**config.mk**
```make
export PLATFORM = sky130hd
export DESIGN_NAME = qam_modulator_flat
export DESIGN_NICKNAME = d
export VERILOG_FILES = /design/src/rtl/qam_pkg.sv /design/src/rtl/qam_modulator_if.sv /design/src/rtl/qam_quarter_sine.sv /design/src/rtl/qam_modulator.sv /design/src/flat_wrapper.sv
export SDC_FILE = /design/constraint.sdc
export NUM_CORES = 1
export LEC_CHECK = 0
export ABC_CLOCK_PERIOD_IN_PS = 7300
export CELL_PAD_IN_SITES_DETAIL_PLACEMENT = 0
export CELL_PAD_IN_SITES_GLOBAL_PLACEMENT = 1
export CORE_ASPECT_RATIO = 1.1
export CORE_MARGIN = 2
export CORE_UTILIZATION = 25
export CTS_BUF_LIST = sky130_fd_sc_hd__clkbuf_8
export DETAILED_ROUTE_END_ITERATION = 10
export DONT_BUFFER_PORTS = 1
export GPL_TIMING_DRIVEN = 0
export PLACE_DENSITY_LB_ADDON = 0.1
export SYNTH_ARGS = -nofsm -noshare
export SYNTH_HDL_FRONTEND = slang
export SYNTH_SLANG_ARGS = --single-unit
```
**constraint.sdc**
```tcl
create_clock -name clock -period 7.3 [get_ports clock]
set_clock_uncertainty 0.15 [all_clocks]
set_input_delay 0.73 -clock clock [delete_from_list [all_inputs] [get_ports clock]]
set_output_delay 0.73 -clock clock [all_outputs]
set_load 0.02 [all_outputs]
```
**src/rtl/qam_pkg.sv**
```systemverilog
// Shared constants, quadrant encoding, sign convention and the quarter-wave
// LUT generator for the QPSK/4-QAM carrier modulator.
package qam_pkg;

  localparam int PHASE_W_DEF    = 16;
  localparam int LUT_AW_DEF     = 6;
  localparam int AMP_W_DEF      = 10;
  localparam int SYMBOL_LEN_DEF = 16;
  localparam int PHASE_INC_DEF  = 8192;

  // Sign bits arriving from the serial-to-parallel stage: 1 means negative.
  localparam logic SIGN_NEG = 1'b1;

  typedef enum logic [1:0] {
    QUAD_0 = 2'd0,
    QUAD_1 = 2'd1,
    QUAD_2 = 2'd2,
    QUAD_3 = 2'd3
  } quadrant_t;

  typedef struct packed {
    logic s_sin;
    logic s_cos;
  } sign_pair_t;

  function automatic int amax(input int amp_w);
    return (1 << (amp_w - 1)) - 1;
  endfunction

  // Quadrants 1 and 3 walk the quarter table backwards.
  function automatic logic quad_mirrors(input quadrant_t q);
    return (q == QUAD_1) || (q == QUAD_3);
  endfunction

  // The lower half of the circle is the negated upper half.
  function automatic logic quad_negates(input quadrant_t q);
    return (q == QUAD_2) || (q == QUAD_3);
  endfunction

  // round(AMAX * sin(pi/2 * k / 2^lut_aw)), evaluated at elaboration with a
  // Q30 Taylor series so no real arithmetic reaches synthesis.
  function automatic int quarter_sine(input int k, input int lut_aw, input int amp_w);
    longint x;
    longint term;
    longint sum;
    longint res;
    longint peak;
    peak = longint'(amax(amp_w));
    x    = (64'sd1686629713 * longint'(k)) >>> lut_aw;
    term = x;
    sum  = x;
    for (int n = 1; n <= 7; n++) begin
      term = (term * x) >>> 30;
      term = (term * x) >>> 30;
      term = -term / longint'((2 * n) * (2 * n + 1));
      sum  = sum + term;
    end
    res = (peak * sum + (64'sd1 <<< 29)) >>> 30;
    if (res > peak) res = peak;
    if (res < 0)    res = 0;
    return int'(res);
  endfunction

endpackage

```
**src/rtl/qam_modulator_if.sv**
```systemverilog
// Symbol-sign input and modulated-sample output bundle of qam_modulator.
interface qam_modulator_if #(
  parameter int AMP_W = qam_pkg::AMP_W_DEF
);
  logic                enable;
  logic                elojel_sin;
  logic                elojel_cos;
  logic                symbol_strobe;
  logic signed [AMP_W:0] qam_out;
  logic                qam_valid;

  modport master (
    output enable, elojel_sin, elojel_cos,
    input  symbol_strobe, qam_out, qam_valid
  );

  modport slave (
    input  enable, elojel_sin, elojel_cos,
    output symbol_strobe, qam_out, qam_valid
  );
endinterface

```
**src/rtl/qam_quarter_sine.sv**
```systemverilog
// Two-stage sine evaluator: quadrant fold / address decode, then quarter-wave
// LUT read with lower-half negation.
module qam_quarter_sine
  import qam_pkg::*;
#(
  parameter int LUT_AW = LUT_AW_DEF,
  parameter int AMP_W  = AMP_W_DEF
) (
  input  logic                    clock,
  input  logic                    reset,
  input  logic [LUT_AW+1:0]       phase,
  output logic signed [AMP_W-1:0] value
);

  localparam int LUT_DEPTH = (1 << LUT_AW) + 1;
  localparam int IDX_W     = LUT_AW + 1;

  // Constant table: pure wiring, so there is no storage to reset.
  logic [AMP_W-2:0] lut [LUT_DEPTH];

  for (genvar k = 0; k < LUT_DEPTH; k++) begin : g_lut
    localparam int ENTRY = quarter_sine(k, LUT_AW, AMP_W);
    assign lut[k] = (AMP_W - 1)'(ENTRY);
  end

  quadrant_t         quad;
  logic [LUT_AW-1:0] addr;
  logic [IDX_W-1:0]  idx_next;
  logic [IDX_W-1:0]  idx_q;
  logic              neg_q;
  logic signed [AMP_W-1:0] mag;

  assign quad = quadrant_t'(phase[LUT_AW+1 -: 2]);
  assign addr = phase[LUT_AW-1:0];

  // NOTE: a default before the conditional keeps this purely combinational; a missing else would infer a latch.
  always_comb begin
    idx_next = {1'b0, addr};
    if (quad_mirrors(quad)) idx_next = IDX_W'(1 << LUT_AW) - {1'b0, addr};
  end

  assign mag = signed'({1'b0, lut[idx_q]});

  // NOTE: registers update with <= so every stage samples the pre-edge value of the one before it.
  always_ff @(posedge clock or negedge reset) begin
    if (!reset) begin
      idx_q <= '0;
      neg_q <= 1'b0;
      value <= '0;
    end else begin
      idx_q <= idx_next;
      neg_q <= quad_negates(quad);
      value <= neg_q ? -mag : mag;
    end
  end

endmodule

```
**src/rtl/qam_modulator.sv**
```systemverilog
// QPSK/4-QAM modulator: symbol counter, phase accumulator and sign latch feed a
// 3-stage pipeline producing qam_out = s_sin*sin + s_cos*cos.
module qam_modulator
  import qam_pkg::*;
#(
  parameter int PHASE_W    = PHASE_W_DEF,
  parameter int LUT_AW     = LUT_AW_DEF,
  parameter int AMP_W      = AMP_W_DEF,
  parameter int SYMBOL_LEN = SYMBOL_LEN_DEF,
  parameter int PHASE_INC  = PHASE_INC_DEF
) (
  input  logic            clock,
  input  logic            reset,
  qam_modulator_if.slave  bus
);

  localparam int                 CNT_W    = (SYMBOL_LEN > 1) ? $clog2(SYMBOL_LEN) : 1;
  localparam logic [CNT_W-1:0]   CNT_LAST = CNT_W'(SYMBOL_LEN - 1);
  localparam logic [PHASE_W-1:0] STEP     = PHASE_W'(PHASE_INC);
  localparam int                 FOLD_W   = LUT_AW + 2;

  logic [CNT_W-1:0]   cnt;
  logic [PHASE_W-1:0] phase;
  sign_pair_t         sg;
  logic               strobe;
  logic               symbol_end;

  assign symbol_end = (cnt == CNT_LAST);

  always_ff @(posedge clock or negedge reset) begin
    if (!reset) begin
      cnt    <= '0;
      phase  <= '0;
      sg     <= '0;
      strobe <= 1'b0;
    end else begin
      strobe <= bus.enable && symbol_end;
      if (bus.enable) begin
        phase <= phase + STEP;
        if (symbol_end) begin
          cnt <= '0;
          sg  <= '{s_sin: bus.elojel_sin, s_cos: bus.elojel_cos};
        end else begin
          cnt <= cnt + CNT_W'(1);
        end
      end
    end
  end

  // Cosine is sine a quarter turn ahead: bump the quadrant bits only.
  logic [FOLD_W-1:0] sin_fold;
  logic [FOLD_W-1:0] cos_fold;

  assign sin_fold = phase[PHASE_W-1 -: FOLD_W];
  assign cos_fold = {sin_fold[FOLD_W-1 -: 2] + 2'd1, sin_fold[LUT_AW-1:0]};

  logic signed [AMP_W-1:0] sin_val;
  logic signed [AMP_W-1:0] cos_val;

  qam_quarter_sine #(.LUT_AW(LUT_AW), .AMP_W(AMP_W)) u_sin (
    .clock (clock),
    .reset (reset),
    .phase (sin_fold),
    .value (sin_val)
  );

  qam_quarter_sine #(.LUT_AW(LUT_AW), .AMP_W(AMP_W)) u_cos (
    .clock (clock),
    .reset (reset),
    .phase (cos_fold),
    .value (cos_val)
  );

  // Signs and the valid flag ride alongside the two evaluator stages so a
  // symbol boundary lands on exactly the sample whose phase opened it.
  sign_pair_t sg_d1;
  sign_pair_t sg_d2;
  logic       vld_d1;
  logic       vld_d2;

  logic signed [AMP_W:0] sin_ext;
  logic signed [AMP_W:0] cos_ext;
  logic signed [AMP_W:0] sin_term;
  logic signed [AMP_W:0] cos_term;
  logic signed [AMP_W:0] sum_q;
  logic                  valid_q;

  assign sin_ext  = {sin_val[AMP_W-1], sin_val};
  assign cos_ext  = {cos_val[AMP_W-1], cos_val};
  assign sin_term = (sg_d2.s_sin == SIGN_NEG) ? -sin_ext : sin_ext;
  assign cos_term = (sg_d2.s_cos == SIGN_NEG) ? -cos_ext : cos_ext;

  always_ff @(posedge clock or negedge reset) begin
    if (!reset) begin
      sg_d1   <= '0;
      sg_d2   <= '0;
      vld_d1  <= 1'b0;
      vld_d2  <= 1'b0;
      sum_q   <= '0;
      valid_q <= 1'b0;
    end else begin
      sg_d1   <= sg;
      sg_d2   <= sg_d1;
      vld_d1  <= bus.enable;
      vld_d2  <= vld_d1;
      sum_q   <= sin_term + cos_term;
      valid_q <= vld_d2;
    end
  end

  assign bus.symbol_strobe = strobe;
  assign bus.qam_out       = sum_q;
  assign bus.qam_valid     = valid_q;

endmodule

```
**src/flat_wrapper.sv**
```systemverilog
// flat-port wrapper written by rule: the top's interface ports become plain ports
module qam_modulator_flat import qam_pkg::*;
#(
  parameter int PHASE_W    = PHASE_W_DEF,
  parameter int LUT_AW     = LUT_AW_DEF,
  parameter int AMP_W      = AMP_W_DEF,
  parameter int SYMBOL_LEN = SYMBOL_LEN_DEF,
  parameter int PHASE_INC  = PHASE_INC_DEF
)
  (clock, reset, bus_enable, bus_elojel_sin, bus_elojel_cos, bus_symbol_strobe, bus_qam_out, bus_qam_valid);
  qam_modulator_if #(.AMP_W(AMP_W)) bus_i ();
  input  logic clock;
  input  logic reset;
  input wire logic [$bits(bus_i.enable)-1:0] bus_enable;
  input wire logic [$bits(bus_i.elojel_sin)-1:0] bus_elojel_sin;
  input wire logic [$bits(bus_i.elojel_cos)-1:0] bus_elojel_cos;
  output wire logic [$bits(bus_i.symbol_strobe)-1:0] bus_symbol_strobe;
  output wire logic [$bits(bus_i.qam_out)-1:0] bus_qam_out;
  output wire logic [$bits(bus_i.qam_valid)-1:0] bus_qam_valid;
  assign bus_i.enable = bus_enable;
  assign bus_i.elojel_sin = bus_elojel_sin;
  assign bus_i.elojel_cos = bus_elojel_cos;
  assign bus_symbol_strobe = bus_i.symbol_strobe;
  assign bus_qam_out = bus_i.qam_out;
  assign bus_qam_valid = bus_i.qam_valid;
  qam_modulator #(.PHASE_W(PHASE_W), .LUT_AW(LUT_AW), .AMP_W(AMP_W), .SYMBOL_LEN(SYMBOL_LEN), .PHASE_INC(PHASE_INC)) u_core (.clock(clock), .reset(reset), .bus(bus_i));
endmodule
```
==> reports/metrics.yaml, run 1 <==
grt_start_max_net_pins: 42
fp.dieW_um: 91.74
clkLatencyLatePin_ps: 300
drive_gt1_share_pct: 10.85
fin_crit_sh_pct: 36.05
gp_congestion: 0.7530
root_buffer: "clkbuf_8"
start_util_pct: 25.44
async_flop_share_pct: 100.0
htreeDepth: 2
hold_viol_final: 0
diodes: 0
vias_per_cell: 4.263
die_y_um: 100.5
synth_cells: 203
ys_seq_area_share_pct: 48.46
first_iter_violations: 22
status: "complete, no violations"
rsz0062_at_grt: "no"
final_cell_count_no_fill: 323
finalMaxSlewViolations: 0
critical_path_arrival_ps: 2710
cts.sinks: 41
vias: 1377
num_rows: 35
port-buffer-count: 0
dp.cells: 314
clock.fmax_mhz: 380.0
coreArea_sq_um: 8320
drc: 0
pin_count: 18
reg2reg_depth: 11
grt_pass1_wl_um: 6879
drt_pass1_iterations: 5
crit_fanout: 6
required_ps: 7380
critical_path.max_stage_delay_ps: 450
slew_headroom_pct: 69.92
finalWirelength_um: 3991
cap_violations: 0
finalSetupTns_ps: 0
clkSlewWorstSetupHoldPaths_ps: 100
netlist_area_sq_um: 2117
cts_setup_buffers: 0
holdCritPathClass: "input pin to async pin"
cpMaxStageDelayCell: "dfrtp_1"
drtAntennaViolNets: 0
start_kind: "flip-flop"
cts_tree: "yes"
yosysWarnings: 0
synth_edf_count: 0
cp-startpoint: "u_core.u_cos.value[7]"
cts_buffers: 5
syn_nets: 229
synth.distinct_cells: 35
cp_cell_sequence: "inv_1, ha_1, inv_1, o211ai_1, nand2_1, ha_1, and3_1, a211oi_2, nand2b_2, a31oi_2, xnor2_1"
reg2reg_from: "u_core.u_cos.value[7]"
grt_pass1_vias: 1421
mostFrequentLayoutCell: "dfrtp_1"
cp-end-kind: "flip-flop"
hpwl_um: 3010
nets: 237
post_drt_wl_per_cell_um: 12.36
antenna_found_initial: 0
finalCriticalPeriod_ps: 2632
clk_path_buf_depth: 2
syn_to_final_growth_pct: 12.12
track_usage_pct: 9.524
overflow: 0
layout.cells.most_common_list: "dfrtp_1, nand2_1, ha_1"
max_slew.worst_pin.slew_ps: 451.2
synthFlopType: "dfrtp_1"
ys_seq_elements: 41
avgSynthCellArea_sq_um: 10.43
critPathKind: "flip-flop to flip-flop"
die_area_sq_um: 9221
finalSetupViolCount: 0
flip-flops by register name, summed over array words and instances, names as in the netlist:
name	cells
u_core.bus.qam_out	11
u_core.cnt	4
u_core.u_cos.value	4
u_core.u_sin.value	4
u_core.phase	3
u_core.sg	2
u_core.sg_d1	2
u_core.sg_d2	2
u_core.u_cos.idx_q	2
u_core.bus.qam_valid	1
u_core.bus.symbol_strobe	1
u_core.u_cos.neg_q	1
u_core.u_sin.idx_q	1
u_core.u_sin.neg_q	1
u_core.vld_d1	1
u_core.vld_d2	1
cell usage after synthesis (3+ instances only):
library cell,n,area [sq um]
and2_1,3,18.77
ha_1,20,250.2
inv_1,16,60.06
nand3_1,3,15.01
xor2_1,4,35.03
a21oi_1,6,30.03
nand2_1,28,105.1
nand2b_1,8,50.05
o21ai_0,14,70.07
xnor2_1,14,122.6
nor2_1,9,33.78
or2_2,5,31.28
dfrtp_1,41,1026
mux2i_1,3,30.03
path summary, 6_finish.rpt:
kind                                         end  slack (ps)
setup / recovery           u_core.bus.qam_out[9]        4670
hold / removal                     u_core.vld_d2         110
setup reg to reg           u_core.bus.qam_out[9]        4670
hold reg to reg                    u_core.vld_d2         210
max in group asynchronous  u_core.u_sin.value[0]        6680
min in group clock                 u_core.vld_d2         210
through the flow:
stage	setup WS (ps)	utilization (%)	instance area, sq um	hold WS (ps)
4_1_cts	4616	28.53	2374	112.5
5_1_grt	4364	28.53	2374	111.2
3_3_place_gp	4669	27.11	2256	182.4
2_1_floorplan	4937	-	2117	181.2
3_5_place_dp	4645	27.11	2256	187.0
6_report	4668	28.53	2374	111.3
critical path: cells and delay by family, from the launching register on:
kind	cells	cell delay, ps
compound gates	3	680
xor+xnor	1	130
fa+ha+maj	2	530
buf+inv	2	190
flops	1	450
simple gates	3	440
timing repair:
action	4_1_cts	5_1_grt
hold buffers	1	0
resized for setup	0	0
endpoints found under the setup margin	0	0
endpoints found under the hold margin	41	0
metal layers:
metal,vias to the layer above,track usage (%),share of wire [%]
met5,-,0,0
met4,0,3.100,1.3
met3,4,2.244,3.5
met2,23,17.70,54
met1,663,10.74,41
li1,687,-,-
cell families after synthesis:
group | Yosys count | share of synthesized area (%)
adders and majority gates | 21 | 12.77
buffers and inverters | 19 | 3.487
muxes | 4 | 1.950
DFF | 41 | 48.46
and+or+nand+nor | 67 | 15.66
xor gates and xnor gates | 18 | 7.447
AOI/OAI and AO/OA | 33 | 10.22
cell type report:
class	instances	area (sq um)
buffer	3	13.76
clock buffer	5	68.82
clock inverter	3	28.78
fill	911	5947
inverter	16	60.06
multi-input combinational	143	1017
sequential	41	1026
tap	111	138.9
timing repair buffer	1	20.02
Power of run 1 is left out: the tool's default activity adds up to more than one toggle a clock period on the data nets, which glitch-free logic cannot reach.
==> inputs of run 2 (changes only) <==
- ABC_CLOCK_PERIOD_IN_PS: 7300 -> 2290
- clock period: 7.3 -> 2.29 ns (I/O delays scaled with it)
==> reports/metrics.yaml, run 2 (synthesis gave the netlist of run 1 again) <==
cp-end-kind: "flip-flop"
slew_headroom_pct: 70.30  # +0.38 points
cp_cell_sequence: "inv_2, ha_4, inv_2, o211ai_1, nand2_1, ha_4, and3_4, a211oi_4, nand2b_4, buf_4, xor2_1"
clk_path_buf_depth: 2  # unchanged
gp_congestion: 0.7217  # -4.2%
cpMaxStageDelayCell: "dfrtp_2"
clkSlewWorstSetupHoldPaths_ps: 100  # about the same
drtAntennaViolNets: 0  # unchanged
antenna_found_initial: 0  # unchanged
holdCritPathClass: "input pin to flip-flop"
critical_path_arrival_ps: 2400  # -310 ps
diodes: 0  # unchanged
vias: 1449  # +5.2%
fin_crit_sh_pct: 103.0  # +67 points
clock.fmax_mhz: 424.0  # +12%
fp.dieW_um: 91.74  # unchanged
layout.cells.most_common_list: "dfrtp_1, nand2_1, ha_1"
syn_to_final_growth_pct: 25.77
grt_pass1_vias: 1448  # +1.9%
drive_gt1_share_pct: 26.96  # +16 points
track_usage_pct: 9.833  # +0.31 points
rsz0062_at_grt: "yes"
port-buffer-count: 0  # unchanged
worst_path_dominant_cell_family: "compound AO/OA/AOI/OAI gates"
hold_ws_ps: 204.8  # +93.44 ps
num_rows: 35  # unchanged
die_y_um: 100.5  # unchanged
grt_start_max_net_pins: 42  # unchanged
pin_count: 18  # unchanged
grt_pass1_wl_um: 7031  # +2.2%
start_kind: "flip-flop"
cts.sinks: 41  # unchanged
critPathKind: "flip-flop to flip-flop"
finalWirelength_um: 4120  # +3.2%
cp.buffers_inverters: 3  # +1
nets: 255  # +7.6%
cts_buffers: 5  # unchanged
finalSetupViolCount: 4  # +4
finalMaxSlewViolations: 0  # unchanged
root_buffer: "clkbuf_8"
mostFrequentLayoutCell: "dfrtp_1"
cap_violations: 0  # unchanged
htreeDepth: 2  # unchanged
die_area_sq_um: 9221  # unchanged
drc: 0  # unchanged
status: "finished, violations left"
finalCriticalPeriod_ps: 2358  # -273.4 ps
drt_pass1_iterations: 4  # -1
finalSetupTns_ps: -229.8  # -229.8 ps
clkLatencyLatePin_ps: 300  # about the same
start_util_pct: 25.44  # unchanged
vias_per_cell: 4.249  # -0.33%
failed_checks: "setup timing"
largest_reg_flops: 11  # unchanged
max_slew.worst_pin.slew_ps: 445.6  # -5.659 ps
worst_slack_ps: -68.31  # -4737 ps
cts_tree: "yes"
hpwl_um: 2957  # -1.7%
first_iter_violations: 42  # +91%
required_ps: 2330  # -5050 ps
fill_cells: 886  # -2.7%
critical_path.max_stage_delay_ps: 420  # -30 ps
crit_fanout: 5  # -1
coreArea_sq_um: 8320  # unchanged
hold_viol_final: 0  # unchanged
overflow: 0  # unchanged
post_drt_wl_per_cell_um: 12.08  # -2.2%
[run 2: cell type report]
cell class                      count  area (sq um)  area share, %
Buffer                              3         13.76         0.5169
Timing Repair Buffer               19         165.2          6.203
Tap cell                          111         138.9          5.216
Clock inverter                      3         28.78          1.081
Multi-Input combinational cell    143          1159          43.52
Inverter                           16         60.06          2.256
Clock buffer                        5         68.82          2.585
Sequential cell                    41          1028          38.63
[run 2: timing repair]
item                                    CTS  global route
setup buffers                            10             4
gates resized for setup                  26             8
hold buffers                              5             0
pin swaps                                13            11
endpoints found under the hold margin    44             0
gates cloned                              0             0
endpoints found under the setup margin    6             6
[run 2: metal layers]
metal | global-route usage [%] | wire [um]
met5 | 0 | 0
met4 | 3.789 | 65
met3 | 2.468 | 115
met2 | 18.72 | 2296
met1 | 10.38 | 1643
[run 2: through the flow]
| stage | utilization [%] | cells | instance area [sq um] | worst slack (ps) |
|---|---|---|---|---|
| floorplan | - | 203 | 2130 | 7.990 |
| global placement | 27.26 | 314 | 2268 | -262.5 |
| detailed placement | 27.26 | 314 | 2268 | -271.3 |
| CTS | 31.34 | 337 | 2608 | -123.6 |
| global route | 32.00 | 341 | 2663 | -209.2 |
| finish | 32.00 | 341 | 2663 | -68.31 |
[run 2: worst reg2reg max path, cell delays in order, from the launching register on]
cell      delay [ps]
dfrtp_2          420
inv_2             80
ha_4             130
inv_2             40
o211ai_1         210
nand2_1          140
ha_4             280
and3_4           180
a211oi_4         260
nand2b_4         100
buf_4            140
xor2_1           130
[run 2: worst paths after layout]
kind,start,to,slack [ps],cells past startpoint
max in group asynchronous,reset,u_core.u_cos.value[0],1530,2
max reg2reg,u_core.u_cos.value[7],u_core.bus.qam_out[5],-70,11
min,bus_enable,u_core.phase[14],200,3
max,u_core.u_cos.value[7],u_core.bus.qam_out[5],-70,11
min reg2reg,u_core.sg_d1[1],u_core.sg_d2[1],210,0
min in group asynchronous,reset,u_core.vld_d1,240,2
Power of run 2 is left out for the same reason.
==> inputs of run 3 (changes only) <==
- CAP_MARGIN: unset -> 0
- CORE_UTILIZATION: 25 -> 35
==> reports/metrics.yaml, run 3 (synthesis gave the netlist of run 1 again) <==
status: "finished, violations left"
failed_checks: "setup timing"
htreeDepth: 2  # unchanged
vias: 1425  # -1.7%
mostFrequentLayoutCell: "dfrtp_1"
cap_violations: 0  # unchanged
fp.dieW_um: 78.16  # -15%
cpMaxStageDelayCell: "dfrtp_1"
reg2reg_from: "u_core.u_sin.value[7]"
post_drt_wl_per_cell_um: 12.81  # +6.1%
critPathKind: "flip-flop to flip-flop"
slew_headroom_pct: 69.81  # -0.49 points
cp.buffers_inverters: 3  # unchanged
overflow: 0  # unchanged
coreArea_sq_um: 5806  # -30%
finalSetupViolCount: 3  # -1
cp_cell_sequence: "inv_2, ha_4, inv_2, o211ai_1, buf_4, nand2_1, ha_2, nand3_1, nand2_1, o31a_1, o41ai_4, xnor2_1"
rsz0062_at_grt: "yes"
crit_fanout: 5  # unchanged
cts_tree: "yes"
first_iter_violations: 33  # -21%
num_rows: 29  # -17%
finalMaxSlewViolations: 0  # unchanged
grt_pass1_wl_um: 6693  # -4.8%
die_y_um: 85.57  # -15%
start_util_pct: 36.47  # +11 points
dp.cells: 280  # -11%
hold_viol_final: 0  # unchanged
max_slew.worst_pin.slew_ps: 452.9  # +7.339 ps
layout.cells.most_common_list: "dfrtp_1, nand2_1, ha_1"
drtAntennaViolNets: 0  # unchanged
cts_buffers: 5  # unchanged
critical_path_arrival_ps: 2430  # +30 ps
clock.fmax_mhz: 416.7  # -1.7%
finalWirelength_um: 3870  # -6.1%
hpwl_um: 2713  # -8.3%
grt_pass1_vias: 1510  # +4.3%
die_area_sq_um: 6688  # -27%
nets: 251  # -1.6%
clkLatencyLatePin_ps: 290  # about the same
root_buffer: "clkbuf_8"
hold_end: "u_core.vld_d2"
fin_crit_sh_pct: 104.8  # +1.8 points
syn_to_final_growth_pct: 23.05
cp-end-kind: "flip-flop"
diodes: 0  # unchanged
worst_slack_ps: -109.5  # -41.23 ps
pin_count: 18  # unchanged
drc: 0  # unchanged
clkSlewWorstSetupHoldPaths_ps: 80  # -20 ps
largest_reg_flops: 11  # unchanged
vias_per_cell: 4.719  # +11%
antenna_found_initial: 0  # unchanged
holdPathStages: 0  # -3
port-buffer-count: 0  # unchanged
clk_path_buf_depth: 2  # unchanged
holdCritPathClass: "flip-flop to flip-flop"
grt_start_max_net_pins: 42  # unchanged
final_cell_count_no_fill: 302  # -11%
reg2reg_depth: 12  # +1
reg2reg_setup_slack_ps: -110  # -40 ps
gp_congestion: 0.8072  # +12%
drt_pass1_iterations: 4  # unchanged
worst_path_dominant_cell_family: "adder cells"
holdCritStartpoint: "u_core.vld_d1"
track_usage_pct: 12.89  # +3.1 points
required_ps: 2320  # about the same
worstReg2RegEnd: "u_core.bus.qam_out[10]"
start_kind: "flip-flop"
drive_gt1_share_pct: 27.56  # +0.60 points
finalCriticalPeriod_ps: 2400  # +41.23 ps
critical_path.max_stage_delay_ps: 410  # about the same
cts.sinks: 41  # unchanged
[run 3: cell count changes in the layout (fill, tap and decap cells not counted), sizes merged]
cell    delta
buf        -4
inv        -3
bufinv     +1
clkinv     +1
[run 3: worst max path at each step]
stage                               start                     end  slack, ps  depth (start not counted)
floorplan           u_core.u_cos.value[7]   u_core.bus.qam_out[9]          8                         11
global placement    u_core.u_cos.value[7]   u_core.bus.qam_out[9]       -290                         11
detailed placement  u_core.u_cos.value[0]   u_core.bus.qam_out[9]       -280                         11
CTS                 u_core.u_sin.value[7]  u_core.bus.qam_out[10]       -110                         11
global route        u_core.u_cos.value[7]  u_core.bus.qam_out[10]       -220                         11
finish              u_core.u_sin.value[7]  u_core.bus.qam_out[10]       -110                         12
[run 3: metal layers]
| metal | share of wire, % | track usage (%) | vias up | wire length [um] |
|---|---|---|---|---|
| met4 | 2.4 | 5.423 | 0 | 91 |
| met3 | 3.2 | 3.474 | 8 | 122 |
| met1 | 39 | 13.13 | 685 | 1496 |
| li1 | - | - | 713 | - |
| met2 | 56 | 24.61 | 19 | 2159 |
| met5 | 0 | 0 | - | 0 |
[run 3: stage by stage]
step	area (sq um)	hold slack (ps)	setup WS, ps	setup TNS, ps	utilization, %
after floorplan	2130	-216.6	7.990	0	-
after global placement	2226	-215.5	-289.7	-1037	38.34
after detailed placement	2226	-215.5	-276.4	-1024	38.34
after CTS	2507	204.4	-114.9	-228.6	43.19
after global routing	2605	219.6	-220.7	-641.0	44.87
final	2605	201.1	-109.5	-210.7	44.87
[run 3: cell type report]
cell class / count / area [sq um]
buffer: 3 / 13.76
clock buffer: 5 / 68.82
clock inverter: 2 / 35.03
fill: 559 / 3201
inverter: 16 / 60.06
multi-input combinational: 143 / 1167
sequential: 41 / 1028
tap: 77 / 96.34
timing repair buffer: 15 / 135.1
[run 3: what timing repair did]
action / CTS / global route
endpoints found under the hold margin: 44 / 0
hold buffers: 5 / 0
endpoints found under the setup margin: 6 / 6
buffers inserted: 8 / 2
resized for setup: 16 / 20
pin swaps: 11 / 12
Power of run 3 is left out for the same reason.
